===== config.mk =====
export PLATFORM = sky130hd
export DESIGN_NAME = sync_fifo_adv
export DESIGN_NICKNAME = d
export VERILOG_FILES = /design/src/rtl/fifo_pkg.sv /design/src/rtl/sync_fifo_ram.sv /design/src/rtl/sync_fifo_adv.sv
export SDC_FILE = /design/constraint.sdc
export NUM_CORES = 1
export LEC_CHECK = 0
export CAP_MARGIN = 25
export CORE_MARGIN = 3
export CORE_UTILIZATION = 47
export CTS_CLUSTER_DIAMETER = 60
export DETAILED_ROUTE_END_ITERATION = 10
export PLACE_DENSITY = 0.68
export SLEW_MARGIN = 10
export SYNTH_ARGS = -nofsm -noshare
export SYNTH_HDL_FRONTEND = slang
export SYNTH_SLANG_ARGS = --single-unit

===== constraint.sdc =====
create_clock -name clk -period 2.9 [get_ports clk]
set_clock_uncertainty 0.05 [all_clocks]
set_input_delay 0.435 -clock clk [delete_from_list [all_inputs] [get_ports clk]]
set_output_delay 0.435 -clock clk [all_outputs]
set_load 0.03 [all_outputs]

===== src/rtl/fifo_pkg.sv =====
// Shared constants and helpers for the synchronous FIFO.
package fifo_pkg;

    // Read-port modes for the FWFT parameter
    localparam int FWFT_OFF = 0;  // registered read, dout updates after an accepted read
    localparam int FWFT_ON  = 1;  // head word presented on dout while not empty

    // Ceiling log2, usable in constant expressions
    function automatic int clog2(input int value);
        int result;
        int v;
        result = 0;
        v = value - 1;
        while (v > 0) begin
            result = result + 1;
            v = v >>> 1;
        end
        return result;
    endfunction

endpackage


===== src/rtl/sync_fifo_ram.sv =====
// FIFO storage: one synchronous write port, one asynchronous read port, no reset.
module sync_fifo_ram #(
    parameter int DATA_W = 8,
    parameter int DEPTH  = 16,
    parameter int ADDR_W = 4
) (
    input  logic              clk,
    input  logic              i_we,
    input  logic [ADDR_W-1:0] i_waddr,
    input  logic [DATA_W-1:0] i_wdata,
    input  logic [ADDR_W-1:0] i_raddr,
    output logic [DATA_W-1:0] o_rdata
);

    logic [DATA_W-1:0] r_mem [DEPTH];

    // Write port
    always_ff @(posedge clk) begin
        if (i_we) begin
            r_mem[i_waddr] <= i_wdata;
        end
    end

    assign o_rdata = r_mem[i_raddr];

endmodule


===== src/rtl/sync_fifo_adv.sv =====
// Synchronous FIFO with occupancy/programmable flags, error pulses and FWFT or registered read.
module sync_fifo_adv
    import fifo_pkg::*;
#(
    parameter int DATA_W  = 8,
    parameter int DEPTH   = 16,
    parameter int FWFT    = FWFT_ON,
    localparam int CNT_W  = clog2(DEPTH) + 1
) (
    input  logic              clk,
    input  logic              rst,
    input  logic              wr_en,
    input  logic [DATA_W-1:0] din,
    input  logic              rd_en,
    output logic [DATA_W-1:0] dout,
    output logic              valid,
    output logic              full,
    output logic              empty,
    output logic              almost_full,
    output logic              almost_empty,
    input  logic [CNT_W-1:0]  prog_full_thr,
    input  logic [CNT_W-1:0]  prog_empty_thr,
    output logic              prog_full,
    output logic              prog_empty,
    output logic              overflow,
    output logic              underflow,
    output logic [CNT_W-1:0]  data_count
);

    localparam int ADDR_W = CNT_W - 1;

    // MSB of each pointer is a wrap bit; the low bits address the RAM and wrap naturally
    logic [CNT_W-1:0]  r_wr_ptr;
    logic [CNT_W-1:0]  r_rd_ptr;
    logic [CNT_W-1:0]  r_count;
    logic              r_overflow;
    logic              r_underflow;
    logic              w_full;
    logic              w_empty;
    logic              w_wr_acc;
    logic              w_rd_acc;
    logic [DATA_W-1:0] w_rdata;

    assign w_full   = (r_count == CNT_W'(DEPTH));
    assign w_empty  = (r_count == '0);
    assign w_wr_acc = wr_en && !w_full;
    assign w_rd_acc = rd_en && !w_empty;

    sync_fifo_ram #(
        .DATA_W (DATA_W),
        .DEPTH  (DEPTH),
        .ADDR_W (ADDR_W)
    ) u_ram (
        .clk     (clk),
        .i_we    (w_wr_acc),
        .i_waddr (r_wr_ptr[ADDR_W-1:0]),
        .i_wdata (din),
        .i_raddr (r_rd_ptr[ADDR_W-1:0]),
        .o_rdata (w_rdata)
    );

    // Pointers and occupancy count
    always_ff @(posedge clk) begin
        if (rst) begin
            r_wr_ptr <= '0;
            r_rd_ptr <= '0;
            r_count  <= '0;
        end else begin
            if (w_wr_acc) begin
                r_wr_ptr <= r_wr_ptr + CNT_W'(1);
            end
            if (w_rd_acc) begin
                r_rd_ptr <= r_rd_ptr + CNT_W'(1);
            end
            case ({w_wr_acc, w_rd_acc})
                2'b10:   r_count <= r_count + CNT_W'(1);
                2'b01:   r_count <= r_count - CNT_W'(1);
                default: r_count <= r_count;
            endcase
        end
    end

    // One-cycle pulses flagging rejected requests
    always_ff @(posedge clk) begin
        if (rst) begin
            r_overflow  <= 1'b0;
            r_underflow <= 1'b0;
        end else begin
            r_overflow  <= wr_en && w_full;
            r_underflow <= rd_en && w_empty;
        end
    end

    // Flags depend only on the registered count (plus the live thresholds)
    assign full         = w_full;
    assign empty        = w_empty;
    assign almost_full  = (r_count >= CNT_W'(DEPTH - 1));
    assign almost_empty = (r_count <= CNT_W'(1));
    assign prog_full    = (r_count >= prog_full_thr);
    assign prog_empty   = (r_count <= prog_empty_thr);
    assign overflow     = r_overflow;
    assign underflow    = r_underflow;
    assign data_count   = r_count;

    if (FWFT != FWFT_OFF) begin : g_fwft
        assign dout  = w_rdata;
        assign valid = !w_empty;
    end else begin : g_std
        logic [DATA_W-1:0] r_dout;
        logic              r_valid;

        // Registered read: capture the head word on an accepted read, hold otherwise
        always_ff @(posedge clk) begin
            if (rst) begin
                r_dout  <= '0;
                r_valid <= 1'b0;
            end else begin
                r_valid <= w_rd_acc;
                if (w_rd_acc) begin
                    r_dout <= w_rdata;
                end
            end
        end

        assign dout  = r_dout;
        assign valid = r_valid;
    end

endmodule


==> key figures <==
Global routing
  • Met3 GRT Util: 0.0505
  • Pin count of the biggest net entering global routing: 33
  • Grt total ovfl: 0
  • Global-route wire length before repair: 19.2 mm
  • Number of global-route vias before repair: 3,474
  • GRT Total Usage: 0.179
  • Initial antenna violation count: 0
  • Most used routing layer: met2
  • GR Util met2: 0.306
  • GR Util met1: 0.221

Die
  • CORE AREA: 12,700 um2
  • IO Pins: 44
  • Die Wd: 121 um
  • Row count: 41
  • Starting Density: 0.486
  • Die ar.: 14,600 um2
  • Die Ht: 121 um

Clocking
  • # Post-CTS Setup Buffers: 0
  • CTS tree: yes
  • Clk sink count: 147
  • Root Driver: clkbuf_16
  • CTS max path bufs: 2
  • Htree depth: 4
  • TritonCTS Buffers: 17
  • Worst-path clk slew: 0.06 ns
  • Worst-Skew Late Latency: 0.41 ns

Synth
  • Synth top area cells: edfxtp_1 (62%), mux4_2 (7.6%), dfxtp_1 (6.2%)
  • Multiplexer share of the synthesized area: 0.126
  • Synth unique cells: 42
  • Post-synth ARST share: 0
  • Mapped Nets: 399
  • Post-synth EDFFs: 128
  • Simple-gate portion of the synthesized area: 0.0660
  • Syn avg cell area: 17.4 um2
  • Synth Area in Adders: 0.0425
  • Synth warn: 0
  • Mapped Cells: 356
  • Seq/Total Area, Yosys: 0.683
  • Largest family of logic cells by synthesized area: multiplexers
  • Synth Area in Compound Gates: 0.0356
  • Share of the synthesized area in the top cell type: 0.622
  • Mapped Area: 6180 um2
  • XOR/XNOR Fraction of Synth Area: 0.0140
  • Commonest register cell after synthesis: edfxtp_1
  • Flops & latches, synth: 147
  • Synth area leader: edfxtp_1

Cells and area
  • Storage cell area: 4230 um2
  • FILL cells: 988
  • Ant diodes: 0
  • Most frequent cells in the layout: edfxtp_1 (128), clkdlybuf4s50_1 (33), nor2_1 (27)
  • # nets final: 467
  • Layout cells sized above 1: 0.201
  • Most common cell after layout, fill and taps aside: edfxtp_1
  • Multi-input gate area: 1760 um2
  • Area delta synth->final: 22.0%

Status
  • Status: complete, no violations

Job
  • Max Cap Viol: 0

Routing
  • DRT iter0 DRCs: 208
  • DRC viols: 0
  • Routed wire length: 12.0 mm
  • First-pass detailed-route iteration total: 4
  • Routed Antenna Nets: 0
  • Total number of vias: 3,292
  • Drt wl/cell: 19.7 um
  • DR vias/cell: 5.41

STA
  • Worst Max-Slew Pin Slew: 0.593 ns
  • RSZ-0062 raised after global routing: false
  • Setup tns final: 0 ns
  • Max-slew violations: 0
  • Final hold vios: 0
  • Tmin final: 2.78 ns
  • Final setup fails: 0
  • Max_slew headroom: 0.603
  • Hold WS: 0.447 ns
  • F_max: 360 MHz
  • Period utilization: 0.958

Worst hold path
  • Hold_sp: r_rd_ptr[1]
  • Worst hold path class: register to register

Setup path
  • Crit path launch type: register
  • Required time of the critical path: 2.41 ns
  • Kind of critical path: register to output port
  • Arrival time worst endpoint: 2.29 ns
  • Worst r2r src: data_count[1]
  • CP max FO: 24
  • Crit end category: output port

Pwr
  • Pwr dens: 855 nW/um2
  • Peak VDD IR: 0.000579 V
  • Leakage: 0.00267 uW

Place
  • GPL Wtd Cong: 0.795
  • PortBufs: 43
  • Dpl hpwl: 7.51 mm
## routing by layer
metal | vias up | routed length (um)
li1 | 1524 | -
met1 | 1666 | 5060
met2 | 89 | 6240
met3 | 13 | 530
met4 | 0 | 168
met5 | - | 0
## cell families after synthesis
logic type,after synthesis
XOR/XNOR,9
adder cells (fa/ha/maj),21
multiplexers,34
AND/OR/NAND/NOR,77
flip-flops,147
buffers and inverters,35
AO/OA/AOI/OAI,33
## registers in the layout, summed over array words and instances (netlist names), named ones only
signal	cells
r_rd_ptr	4
u_ram.r_mem	128
overflow	1
data_count	5
r_wr_ptr	4
underflow	1
## final timing paths
| path | to | slack (ns) | cells after the start |
|---|---|---|---|
| min reg2reg | r_rd_ptr[1] | 0.45 | 2 |
| max | dout[4] | 0.12 | 5 |
| min | r_rd_ptr[1] | 0.45 | 2 |
| max reg2reg | data_count[2] | 0.38 | 9 |
## Yosys cell counts (2+ instances only)
cell and number:
nor2_1 27, o21ai_0 3, ha_1 21, buf_2 4
and2_1 2, clkdlybuf4s25_2 3, nand2b_1 3, xor2_1 6
nor3b_1 2, mux2i_1 2, edfxtp_1 128, a21oi_1 7
a22oi_1 16, xnor2_1 2, nand3_1 5, and3_1 2
mux4_2 21, clkbuf_1 4, buf_6 5, buf_4 2
o21a_1 2, nand4_1 2, inv_1 17, nor3_1 5
mux4_1 11, a21o_1 2, nor2b_1 3, dfxtp_1 19
nand2_1 17
## repair_timing
| item | 4_1_cts | 5_1_grt |
|---|---|---|
| hold buffers | 0 | 0 |
| setup endpoints to repair | 6 | 1 |
| gates resized for setup | 6 | 1 |
## stage by stage
stage / cell area, um2 / total power, uW / worst slack (ns) / util / instances
2_1_floorplan: 6180 / 3660 / 0.151 / - / 356
3_3_place_gp: 6890 / 4130 / 0.142 / 0.542 / 577
3_5_place_dp: 6890 / 4160 / 0.141 / 0.542 / 577
4_1_cts: 7540 / 6520 / 0.00637 / 0.593 / 609
5_1_grt: 7540 / 6720 / 0.0248 / 0.593 / 609
6_report: 7540 / 6440 / 0.121 / 0.593 / 609
## worst max-delay path, cell delays in order, from the launching register on
cell and delay [ns]:
dfxtp_2 0.35, buf_12 0.22, mux4_1 0.57, a22oi_1 0.24, nand2_1 0.11, dlygate4sd2_1 0.37
## report_power, final
part	total (uW)	leakage, uW	internal [uW]	switching (uW)
Combinational	1610	0.00104	756	858
Clock	2370	0.000312	1540	838
Sequential	2460	0.00131	2390	71.0
## area by class of cell
cell class | instances | area share
multi-input combinational | 174 | 0.233
inverter | 17 | 0.00846
clock inverter | 15 | 0.0304
clock buffer | 17 | 0.0564
tap | 172 | 0.0285
sequential | 147 | 0.560
timing repair buffer | 67 | 0.0826
(Power assumes the default switching activity.)
